File: src/rtl/tlb_maint_ctrl_pkg.sv
// Shared TLB geometry, entry field offsets, INVTLB op codes and walker state
// for the TLB maintenance controller.
package tlb_maint_ctrl_pkg;

    localparam int TLBNUM  = 16;
    localparam int IDX_W   = 4;
    localparam int ENTRY_W = 89;

    // Entry field positions, MSB first: {e, ps, vppn, asid, g, page0, page1}
    localparam int E_BIT     = 88;
    localparam int PS_LSB    = 82;
    localparam int VPPN_LSB  = 63;
    localparam int ASID_LSB  = 53;
    localparam int G_BIT     = 52;

    localparam logic [4:0] INV_ALL0        = 5'd0;
    localparam logic [4:0] INV_ALL1        = 5'd1;
    localparam logic [4:0] INV_GLOBAL      = 5'd2;
    localparam logic [4:0] INV_NONGLOBAL   = 5'd3;
    localparam logic [4:0] INV_ASID        = 5'd4;
    localparam logic [4:0] INV_ASID_VA     = 5'd5;
    localparam logic [4:0] INV_G_ASID_VA   = 5'd6;

    typedef enum logic [1:0] {
        ST_IDLE = 2'd0,
        ST_WALK = 2'd1,
        ST_DONE = 2'd2
    } walk_state_e;

    // A 4MB page (ps==21) only distinguishes the upper 10 VPPN bits.
    function automatic logic va_match(input logic [5:0] ps,
                                      input logic [18:0] vppn,
                                      input logic [18:0] va_vppn);
        if (ps == 6'd21) begin
            return vppn[18:9] == va_vppn[18:9];
        end
        return vppn == va_vppn;
    endfunction

endpackage

File: src/rtl/tlb_maint_ctrl_match.sv
// Combinational INVTLB match of one TLB entry against the latched op, ASID and VA.
module tlb_inv_match
    import tlb_maint_ctrl_pkg::*;
(
    input  logic [4:0]         op,
    input  logic [9:0]         asid,
    input  logic [31:0]        va,
    input  logic [ENTRY_W-1:0] entry,
    output logic               hit
);

    logic        e;
    logic        g;
    logic [5:0]  ps;
    logic [18:0] vppn;
    logic [9:0]  e_asid;
    logic        va_hit;
    logic        asid_hit;
    logic        op_match;
    logic        unused_bits;

    assign e        = entry[E_BIT];
    assign g        = entry[G_BIT];
    assign ps       = entry[PS_LSB +: 6];
    assign vppn     = entry[VPPN_LSB +: 19];
    assign e_asid   = entry[ASID_LSB +: 10];
    assign va_hit   = va_match(ps, vppn, va[31:13]);
    assign asid_hit = (e_asid == asid);

    // Page payloads and the in-page VA offset take no part in matching.
    assign unused_bits = ^{entry[G_BIT-1:0], va[12:0]};

    always_comb begin
        op_match = 1'b0;
        case (op)
            INV_ALL0, INV_ALL1: op_match = 1'b1;
            INV_GLOBAL:         op_match = g;
            INV_NONGLOBAL:      op_match = !g;
            INV_ASID:           op_match = !g && asid_hit;
            INV_ASID_VA:        op_match = !g && asid_hit && va_hit;
            INV_G_ASID_VA:      op_match = (g || asid_hit) && va_hit;
            default:            op_match = 1'b0;
        endcase
    end

    assign hit = e && op_match;

endmodule

File: src/rtl/tlb_maint_ctrl.sv
// TLB write-port owner: walks every entry for INVTLB and otherwise forwards
// WB-stage TLBWR/TLBFILL writes, keeping the TLBFILL round-robin pointer.
module tlb_maint_ctrl
    import tlb_maint_ctrl_pkg::*;
(
    input  logic               clk,
    input  logic               resetn,
    input  logic               inv_req,
    input  logic [4:0]         inv_op,
    input  logic [9:0]         inv_asid,
    input  logic [31:0]        inv_va,
    output logic               inv_ack,
    output logic               inv_illegal,
    output logic               busy,
    input  logic               ws_we,
    input  logic               ws_fill,
    input  logic [IDX_W-1:0]   ws_w_index,
    input  logic [ENTRY_W-1:0] ws_w_entry,
    output logic               ws_w_grant,
    output logic               we,
    output logic [IDX_W-1:0]   w_index,
    output logic [ENTRY_W-1:0] w_entry,
    output logic [IDX_W-1:0]   r_index,
    input  logic [ENTRY_W-1:0] r_entry
);

    localparam logic [IDX_W-1:0] LAST_IDX = IDX_W'(TLBNUM - 1);

    walk_state_e      state_q,    state_d;
    logic [IDX_W-1:0] cnt_q,      cnt_d;
    logic [IDX_W-1:0] fill_ptr_q, fill_ptr_d;
    logic [4:0]       op_q,       op_d;
    logic [9:0]       asid_q,     asid_d;
    logic [31:0]      va_q,       va_d;
    logic             illegal_q,  illegal_d;
    logic             walk_hit;
    logic             busy_w;
    logic             grant_w;

    tlb_inv_match u_match (
        .op    (op_q),
        .asid  (asid_q),
        .va    (va_q),
        .entry (r_entry),
        .hit   (walk_hit)
    );

    always_ff @(posedge clk or negedge resetn) begin
        if (!resetn) begin
            state_q    <= ST_IDLE;
            cnt_q      <= '0;
            fill_ptr_q <= '0;
            op_q       <= '0;
            asid_q     <= '0;
            va_q       <= '0;
            illegal_q  <= 1'b0;
        end else begin
            state_q    <= state_d;
            cnt_q      <= cnt_d;
            fill_ptr_q <= fill_ptr_d;
            op_q       <= op_d;
            asid_q     <= asid_d;
            va_q       <= va_d;
            illegal_q  <= illegal_d;
        end
    end

    always_comb begin
        state_d     = state_q;
        cnt_d       = cnt_q;
        fill_ptr_d  = fill_ptr_q;
        op_d        = op_q;
        asid_d      = asid_q;
        va_d        = va_q;
        illegal_d   = illegal_q;

        busy_w      = (state_q != ST_IDLE);
        grant_w     = ws_we && !busy_w;

        ws_w_grant  = grant_w;
        busy        = busy_w;
        inv_ack     = 1'b0;
        inv_illegal = 1'b0;
        we          = grant_w;
        w_index     = ws_fill ? fill_ptr_q : ws_w_index;
        w_entry     = ws_w_entry;
        r_index     = ws_w_index;

        if (grant_w && ws_fill) begin
            fill_ptr_d = fill_ptr_q + 1'b1;
        end

        case (state_q)
            ST_IDLE: begin
                if (inv_req) begin
                    op_d   = inv_op;
                    asid_d = inv_asid;
                    va_d   = inv_va;
                    cnt_d  = '0;
                    if (inv_op <= INV_G_ASID_VA) begin
                        state_d   = ST_WALK;
                        illegal_d = 1'b0;
                    end else begin
                        state_d   = ST_DONE;
                        illegal_d = 1'b1;
                    end
                end
            end
            ST_WALK: begin
                r_index          = cnt_q;
                we               = walk_hit;
                w_index          = cnt_q;
                w_entry          = r_entry;
                w_entry[E_BIT]   = 1'b0;
                cnt_d            = cnt_q + 1'b1;
                if (cnt_q == LAST_IDX) begin
                    cnt_d   = '0;
                    state_d = ST_DONE;
                end
            end
            ST_DONE: begin
                inv_ack     = 1'b1;
                inv_illegal = illegal_q;
                state_d     = ST_IDLE;
            end
            default: begin
                state_d = ST_IDLE;
            end
        endcase

        // Write-port outputs are combinational from WB inputs, so hold them quiet in reset.
        if (!resetn) begin
            ws_w_grant  = 1'b0;
            busy        = 1'b0;
            inv_ack     = 1'b0;
            inv_illegal = 1'b0;
            we          = 1'b0;
            w_index     = '0;
            w_entry     = '0;
            r_index     = '0;
        end
    end

endmodule

File: config.mk
export PLATFORM = sky130hd
export DESIGN_NAME = tlb_maint_ctrl
export DESIGN_NICKNAME = d
export VERILOG_FILES = /design/src/rtl/tlb_maint_ctrl_pkg.sv /design/src/rtl/tlb_maint_ctrl_match.sv /design/src/rtl/tlb_maint_ctrl.sv
export SDC_FILE = /design/constraint.sdc
export NUM_CORES = 1
export LEC_CHECK = 0
export CORE_AREA = 3 3 130 132
export CTS_BUF_LIST = sky130_fd_sc_hd__clkbuf_4
export CTS_CLUSTER_SIZE = 8
export DETAILED_ROUTE_END_ITERATION = 16
export DIE_AREA = 0 0 133 135
export MAX_ROUTING_LAYER = met4
export PLACE_DENSITY = 0.67
export SYNTH_ARGS = -nofsm -noshare
export SYNTH_HDL_FRONTEND = slang
export SYNTH_SLANG_ARGS = --single-unit
File: constraint.sdc
create_clock -name clk -period 2 [get_ports clk]
set_input_delay 0.4 -clock clk [delete_from_list [all_inputs] [get_ports clk]]
set_output_delay 0.4 -clock clk [all_outputs]
set_load 0.005 [all_outputs]
==> results.ini, run 1 <==
[pwr]
power.internal_w=0.00563
max-vdd-ir-drop_v=0.000572
p_comb_frac=0.748
switchingPower_w=0.00378
p_sw_frac=0.401
clkPwrFrac=0.075
power.density_mw_per_mm2=1030
seqPwrFrac=0.177
p_leak_nw=4.35
finalPower_w=0.00941

[floorplan]
start_util=0.243
rows=46
die_w_um=133
coreArea_mm2=0.0158
num_io_pins=336
dieArea_mm2=0.0180
die_height_um=135

[grt]
antenna_found_initial=3
grt.overflow.total=0
grt_use_total=0.215
grt_max_degree=39
grt_first_pass_wirelength_um=29900
grt_pass1_vias=5536

[worst_setup_path]
cpLargestDelayFamily=simple AND/OR/NAND/NOR gates
crit_slowest_cell=or4_4
critical_path_class=input port to output pin
ff2ff_path_depth=10
critPathBufInv=2
cp-startpoint=r_entry[58]
cp_slowest_stage_delay_ps=520
cp_num_cells=7
required_ps=1600
worst_ep_arrival_time_ps=2100
reg2reg_from=state_q[1]
crit_path_start_kind=input port
endpoint_kind=output pin
crit_chain=clkdlybuf4s50_1 -> xor2_1 -> or4_4 -> nor4b_4 -> o21bai_1 -> nand3b_1 -> buf_2
crit_fanout=2

[logic_synthesis]
yosysMostFrequentCell=nand2_1
async_flop_share=1.00
synth_cell_types=34
syn_area_mm2=0.00384
synth-seq-cells=45
seq_area_frac_synth=0.293
syn_inst=575
synth_area_per_cell_um2=6.68
yosysTopAreaCell=dfrtp_1
syn_nets=811
synth_edf_count=0
ys.flop_type=dfrtp_1
yosys_warnings=0
yosys.area.top_type_share=0.293
synthTopCellsByArea=dfrtp_1 (29%), nand2_1 (29%), a21boi_0 (18%)
yosys-top-cells-count=nand2_1 (294), a21boi_0 (92), dfrtp_1 (45)

[job]
drv_cap=0

[route]
dr.pass1.iters=4
totalWireLength_um=20400
drt-wirelength-per-cell_um=17.1
drc=0
vias=5418
drtIter0Drc=174
detail-route-antenna-nets=0
vias_per_cell=4.53

[clock_network]
cts.path.max_buffers=2
cts_root_buffer=clkbuf_4
cts_tree=done
clock_sinks=45
cts_made_buffers=5
clkLatencyLatePin_ps=370
clk_pin_slew_ps=140
cts_max_level=2

[final_layout]
design_area_mm2=0.00915
layout-drive-gt1-share=0.427
synthToLayoutAreaGrowth_pct=138
regArea_mm2=0.00113
fin_nets=1211
multiInputGateArea_mm2=0.00341
nFillCells=1439

[timing]
slew_viol_final=0
finalSetupViolCount=98
relSlewSlack=0.742
min_period_ps=2500
max_freq_ghz=0.399
hold_ws_ps=118
skew_ps=5.38
finalHoldViolCount=0
fin_crit_sh=1.25
rsz0062_at_grt=yes
worst_slack_ps=-504
tightestPinTransition_ps=384

[place]
dpl_cell_area_mm2=0.00758
dp_hpwl_um=14300
pre_cts_slack_ps=-913
place_congestion=0.806
io_buffers=322

[run_status]
violations=setup timing
status=complete, but fails checks

[min_path]
min_path_type=input port to async pin

==> per-stage QoR <==
step	TNS (ps)	utilization	cells
after floorplan	0	-	575
after global placement	-14110	0.479	1112
after detailed placement	-14470	0.479	1112
after CTS	-26680	0.530	1185
after global routing	-33440	0.578	1195
final	-22970	0.578	1195
==> area by class of cell <==
cell class	instances	area share
well taps	216	0.0295
clock inverters	3	0.00711
repair buffers	435	0.463
diodes	3	0.000820
clock buffers	5	0.00410
inverters	1	0.000410
multi-input cells	487	0.372
flip-flops and latches	45	0.123
==> placed cells by master, fill, tap and decap left out, drive strengths merged, types with 4 or more instances in the layout <==
master / synthesis / final
a21boi: 92 / 92
clkdlybuf4s50: 0 / 218
and3: 5 / 5
clkbuf: 28 / 9
xnor2: 27 / 27
nand4: 7 / 7
mux2i: 4 / 4
and2: 4 / 4
buf: 14 / 210
dfrtp: 45 / 45
nor2: 5 / 5
nand3: 5 / 5
nand2: 294 / 294
xor2: 5 / 5
o21ai: 9 / 9
==> power groups by stage <==
stage / Combinational (W) / Sequential [W] / Clock [W]
floorplan: 0.00206 / 0.00160 / 0
global placement: 0.00431 / 0.00167 / 0
detailed placement: 0.00434 / 0.00167 / 0
CTS: 0.00626 / 0.00166 / 0.000737
global route: 0.00757 / 0.00172 / 0.000766
finish: 0.00704 / 0.00166 / 0.000708
==> layer usage <==
layer / GRT usage / wire [um] / vias to the layer above
li1: - / - / 2681
met2: 0.390 / 10700 / 208
met5: - / 0 / -
met4: 0.0508 / 475 / 0
met1: 0.237 / 7910 / 2498
met3: 0.0525 / 1350 / 31
==> repair_timing <==
action	CTS	global route
hold buffers	2	0
hold endpoints to repair	6	0
buffers inserted	53	17
gates resized for setup	628	223
pin swaps	43	129
setup endpoints to repair	102	101
gates cloned	12	3
==> worst paths after layout <==
| kind | to | slack (ps) |
|---|---|---|
| setup / recovery | we | -500 |
| hold / removal | state_q[0] | 120 |
| setup reg to reg | cnt_q[2] | 230 |
| hold reg to reg | fill_ptr_q[3] | 490 |
| max in group asynchronous | va_q[15] | 1200 |
| min in group clk | fill_ptr_q[3] | 490 |
==> tightest hold or removal path: cells and delay by family <==
kind,cells,cell delay [ps]
buffers and inverters,3,450
==> cell families (layout without fill, tap and decap cells) <==
kind of cell / count (synthesis) / count (layout) / share of synthesized area
adder cells (fa/ha/maj): 2 / 2 / 0.00651
AO/OA/AOI/OAI: 112 / 112 / 0.211
AND/OR/NAND/NOR: 336 / 336 / 0.356
XOR/XNOR: 32 / 32 / 0.0729
buffers and inverters: 43 / 444 / 0.0466
flip-flops: 45 / 45 / 0.293
other: 0 / 3 / 0
multiplexers: 5 / 5 / 0.0134
==> state kept, by name, indices dropped and copies added (netlist names) <==
signal      cells
asid_q         10
cnt_q           4
fill_ptr_q      4
illegal_q       1
op_q            5
state_q         2
va_q           19
Note: power is estimated with default switching activity, not from simulation.
==> run 2: changes to the inputs <==
- REMOVE_ABC_BUFFERS: unset -> 1
==> run 2 against run 1 <==
Net effect:
- register-to-register slack got worse by 110 ps
- hold slack improved by 11 ps
- critical endpoint unchanged
- highest routed layer unchanged
- cell count fell by 0.25%
- the run still ends with setup timing left
==> results.ini, run 2 (synthesis gave the netlist of run 1 again) <==
[worst_setup_path]
r2r_slack_ps=120
crit_path_start_kind=flip-flop
worst_ep_arrival_time_ps=2090
endpoint_kind=output pin
crit_chain=xor2_1 -> or4_4 -> nor4b_4 -> o21bai_1 -> nand3b_1 -> buf_2
reg2reg_from=state_q[1]
required_ps=1600
ff2ff_path_depth=10
cp_slowest_stage_delay_ps=550
cp_num_cells=6
crit_slowest_cell=or4_4
rr_endpoint=cnt_q[2]
critical_path_class=flip-flop to output pin
cpLargestDelayFamily=simple AND/OR/NAND/NOR gates
critPathBufInv=1
crit_fanout=2

[timing]
tightestPinTransition_ps=355
relSlewSlack=0.761
skew_ps=12.0
fin_crit_sh=1.25
min_period_ps=2490
max_freq_ghz=0.401
worst_slack_ps=-491
slew_viol_final=0
finalSetupViolCount=96
fin_tns_setup_ps=-21840
rsz0062_at_grt=yes
finalHoldViolCount=0

[final_layout]
multiInputGateArea_mm2=0.00313
nFillCells=1472
utilization=0.556
reg.largest.list=va_q x19, asid_q x10, op_q x5
largest_reg_flops=19
fin_nets=1209
synthToLayoutAreaGrowth_pct=129
layout-drive-gt1-share=0.367
final_common_cell=clkdlybuf4s50_1
most-common-layout-cells=clkdlybuf4s50_1 (218), nand2_1 (213), buf_2 (93), nand2_2 (53), a21boi_1 (48)
top_register=va_q
regArea_mm2=0.00113

[pwr]
max-vdd-ir-drop_v=0.000401
p_leak_nw=4.13
power.density_mw_per_mm2=1010

[floorplan]
coreArea_mm2=0.0158
rows=46
dieArea_mm2=0.0180
num_io_pins=336
start_util=0.243
die_w_um=133
die_height_um=135

[clock_network]
cts.path.max_buffers=2
clkLatencyLatePin_ps=380
cts_max_level=2
clk_pin_slew_ps=140
cts_tree=done
clock_sinks=45
cts_root_buffer=clkbuf_4
cts_made_buffers=5

[route]
dr.pass1.iters=4
drt-wirelength-per-cell_um=17.6
drc=0
totalWireLength_um=21000
drtIter0Drc=208
vias_per_cell=4.51
detail-route-antenna-nets=0
vias=5376

[grt]
use_met3=0.0432
met2_usage=0.377
antenna_found_initial=2
top_usage_layer=met2
grt_first_pass_wirelength_um=28400
grt_max_degree=54
grt_pass1_vias=5063
grt.overflow.total=0
grt_use_total=0.205
globalRouteMet1Util=0.232

[min_path]
min_path_type=input port to async pin

[job]
drv_cap=0

[run_status]
violations=setup timing
status=complete, but fails checks

[place]
pre_cts_slack_ps=-935
place_congestion=0.800
io_buffers=322
dp_hpwl_um=14000

-- run 2: changes by cell type in the layout (fill, tap and decap cells not counted), sizes merged --
| cell | before | now |
|---|---|---|
| buf | 210 | 199 |
| bufinv | 2 | 0 |
| clkbuf | 9 | 16 |
| clkinv | 1 | 2 |
| diode | 3 | 2 |
| dlygate4sd3 | 2 | 1 |
| dlymetal6s2s | 0 | 4 |
-- run 2: layout make-up --
cell class,count,area share
Tap cell,216,0.0307
Clock buffer,6,0.00512
Inverter,1,0.000427
Clock inverter,2,0.00114
Timing Repair Buffer,433,0.478
Sequential cell,45,0.128
Antenna cell,2,0.000569
Multi-Input combinational cell,487,0.356
-- run 2: metrics by stage --
stage                     hold slack, ps  cells  power [W]  instance area [um2]
after floorplan                      104    533    0.00358                 3670
after global placement               396   1109    0.00598                 7570
after detailed placement             395   1109    0.00601                 7570
after CTS                            113   1144    0.00728                 7900
after global routing                 114   1192    0.00947                 8790
final                                129   1192    0.00887                 8790
-- run 2: timing repair --
action / in CTS / in global routing
buffers inserted: 19 / 43
pin swaps: 9 / 111
resized for setup: 342 / 374
hold buffers: 1 / 0
endpoints found under the setup margin: 102 / 102
endpoints found under the hold margin: 2 / 0
cloned: 8 / 11
-- run 2: how the worst max path moves through the flow --
stage	slack, ps	to	from
floorplan	-2820	we	state_q[1]
global route	-600	we	asid_q[4]
global placement	-930	we	r_entry[64]
CTS	-570	we	r_entry[62]
detailed placement	-940	we	r_entry[70]
finish	-490	we	asid_q[4]
-- run 2: tightest hold or removal path: stages --
cell    delay [ps]
buf_4          120
buf_4          140
buf_12         230
-- run 2: per-layer routing --
layer,vias to the layer above,part of all wire
met4,0,0.016
met1,2478,0.38
li1,2670,-
met5,-,0
met3,20,0.070
met2,208,0.53
-- run 2: power by group --
part           total (W)  switching [W]  internal (W)
logic            0.00673        0.00299       0.00374
clock network   0.000457       0.000309      0.000148
registers        0.00168       0.000357       0.00132
==> run 3: changes to the inputs <==
- ABC_AREA: unset -> 1
==> run 3 against run 2 <==
Net effect:
- the flow still finishes with violations (setup timing)
- hold slack got worse by 93 ps
- clock-buffer cell count unchanged
- sequential cell count unchanged
- sequential power shrank 5%
- core utilization fell by 1.1 points
- sequential share of layout area rose by 0.26 points
- non-clock buffer count rose by 8
- worst setup slack improved by 260 ps
- clock skew fell by 2.9 ps
- critical path type unchanged
- largest power group unchanged
==> results.ini, run 3 <==
[run_status]
status=complete, but fails checks
violations=setup timing

[timing]
relSlewSlack=0.755
min_period_ps=2230
worst_slack_ps=-227
slew_viol_final=0
max_freq_ghz=0.449
tightestPinTransition_ps=363
finalSetupViolCount=98
rsz0062_at_grt=yes
finalHoldViolCount=0
fin_tns_setup_ps=-10750
skew_ps=9.09
fin_crit_sh=1.11

[route]
drtIter0Drc=188
drt-wirelength-per-cell_um=17.2
drc=0
drt-met1-wl_um=8670
dr.pass1.iters=5
vias_per_cell=4.54
detail-route-antenna-nets=0
top_layer_used=met4
dr_wl_met3_um=1380
wl_met2_um=11300
totalWireLength_um=21700
vias=5727

[grt]
grt_use_total=0.228
grt_first_pass_wirelength_um=31000
antenna_found_initial=1
grt_pass1_vias=5453
grt.overflow.total=0
grt_max_degree=64

[final_layout]
nFillCells=1571
fin_nets=1280
synthToLayoutAreaGrowth_pct=130
reg.largest.list=va_q x19, asid_q x10, op_q x5
largest_reg_flops=19
regArea_mm2=0.00113
most-common-layout-cells=nand2_1 (208), clkdlybuf4s50_1 (208), buf_4 (79), buf_2 (75), inv_1 (48)
layout-drive-gt1-share=0.350
design_area_mm2=0.00862
multiInputGateArea_mm2=0.00277
top_register=va_q
utilization=0.545

[place]
pre_cts_slack_ps=-676
place_congestion=0.814
dp_hpwl_um=14900
dpl_cell_area_mm2=0.00771
io_buffers=322

[floorplan]
rows=46
num_io_pins=336
start_util=0.237
die_height_um=135
dieArea_mm2=0.0180
die_w_um=133
coreArea_mm2=0.0158

[logic_synthesis]
syn_area_mm2=0.00375
synthTopCellsByArea=dfrtp_1 (30%), nand2_1 (27%), a21oi_1 (9.9%)
yosys_warnings=0
seq_area_frac_synth=0.300
synth_area_per_cell_um2=5.93
yosys.area.top_type_share=0.300
syn_inst=633
async_flop_share=1.00
yosysTopAreaCell=dfrtp_1
yosys-top-cells-count=nand2_1 (267), a21oi_1 (74), inv_1 (54)
synth_edf_count=0
ys.flop_type=dfrtp_1
synth-seq-cells=45
yosysMostFrequentCell=nand2_1
synth_cell_types=27

[pwr]
p_leak_nw=4.22
finalPower_w=0.00853
max-vdd-ir-drop_v=0.000625
power.density_mw_per_mm2=989

[clock_network]
cts_made_buffers=5
clock_sinks=45
clk_pin_slew_ps=140
cts_root_buffer=clkbuf_4
cts_max_level=2
cts.path.max_buffers=2
cts_tree=done
clkLatencyLatePin_ps=370

[worst_setup_path]
crit_fanout=8
reg2reg_from=state_q[0]
required_ps=1600
crit_slowest_cell=dfrtp_1
r2r_slack_ps=330
cp-startpoint=state_q[1]
cp_slowest_stage_delay_ps=430
crit_path_start_kind=flip-flop
worst_ep_arrival_time_ps=1830
ff2ff_path_depth=8
endpoint_kind=output pin
crit_chain=nor2_4 -> buf_12 -> buf_8 -> buf_16 -> buf_6 -> nand2_4 -> a21oi_4 -> buf_2
critical_path_class=flip-flop to output pin
rr_endpoint=fill_ptr_q[3]

[min_path]
min_path_type=input port to async pin

[job]
drv_cap=0

## run 3: logic make-up after synthesis
| logic type | after synthesis | share of synthesized area |
|---|---|---|
| and+or+nand+nor | 338 | 0.359 |
| AOI/OAI and AO/OA | 133 | 0.182 |
| buffers and inverters | 96 | 0.107 |
| DFF | 45 | 0.300 |
| xor gates and xnor gates | 18 | 0.0420 |
| adders and majority gates | 2 | 0.00666 |
| muxes | 1 | 0.00267 |
## run 3: worst max-delay path by stage
| stage | slack (ps) | depth (start not counted) | end |
|---|---|---|---|
| after global placement | -690 | 12 | we |
| after global routing | -320 | 11 | we |
| final | -230 | 8 | w_entry[80] |
| after floorplan | -900 | 5 | w_index[3] |
| after CTS | -240 | 10 | we |
| after detailed placement | -680 | 12 | we |
## run 3: final cells by class
type,count,share of cell area
Timing Repair Buffer,441,0.478
Multi-Input combinational cell,492,0.321
Sequential cell,45,0.131
Tap cell,216,0.0314
Inverter,58,0.0283
Clock buffer,6,0.00523
Clock inverter,2,0.00392
Timing Repair inverter,1,0.00131
Antenna cell,1,0.000290
## run 3: repair_timing
| item | CTS | global route |
|---|---|---|
| setup buffers | 26 | 12 |
| cloned | 14 | 2 |
| setup endpoints to repair | 102 | 102 |
| resized for setup | 455 | 130 |
| hold buffers | 0 | 0 |
| pin swaps | 40 | 39 |
## run 3: power by group
part | internal [W] | switching [W]
Sequential | 0.00133 | 0.000269
Clock | 0.000274 | 0.000310
Combinational | 0.00330 | 0.00304
## run 3: worst max-delay path, delay by kind of cell (launching register included)
kind,cells,cell delay [ps]
AO/OA/AOI/OAI,1,150
AND/OR/NAND/NOR,2,190
flip-flops,1,430
buffers and inverters,5,680
## run 3: stage by stage
| step | cells | hold slack, ps |
|---|---|---|
| 6_report | 1262 | 36.0 |
| 5_1_grt | 1262 | 19.7 |
| 4_1_cts | 1254 | 21.3 |
| 3_5_place_dp | 1206 | 447 |
| 3_3_place_gp | 1206 | 445 |
| 2_1_floorplan | 595 | 104 |
## run 3: per-layer routing
layer / GRT usage / vias up
met5: - / -
met4: 0.0439 / 0
met3: 0.0458 / 23
met2: 0.412 / 214
met1: 0.263 / 2647
li1: - / 2843
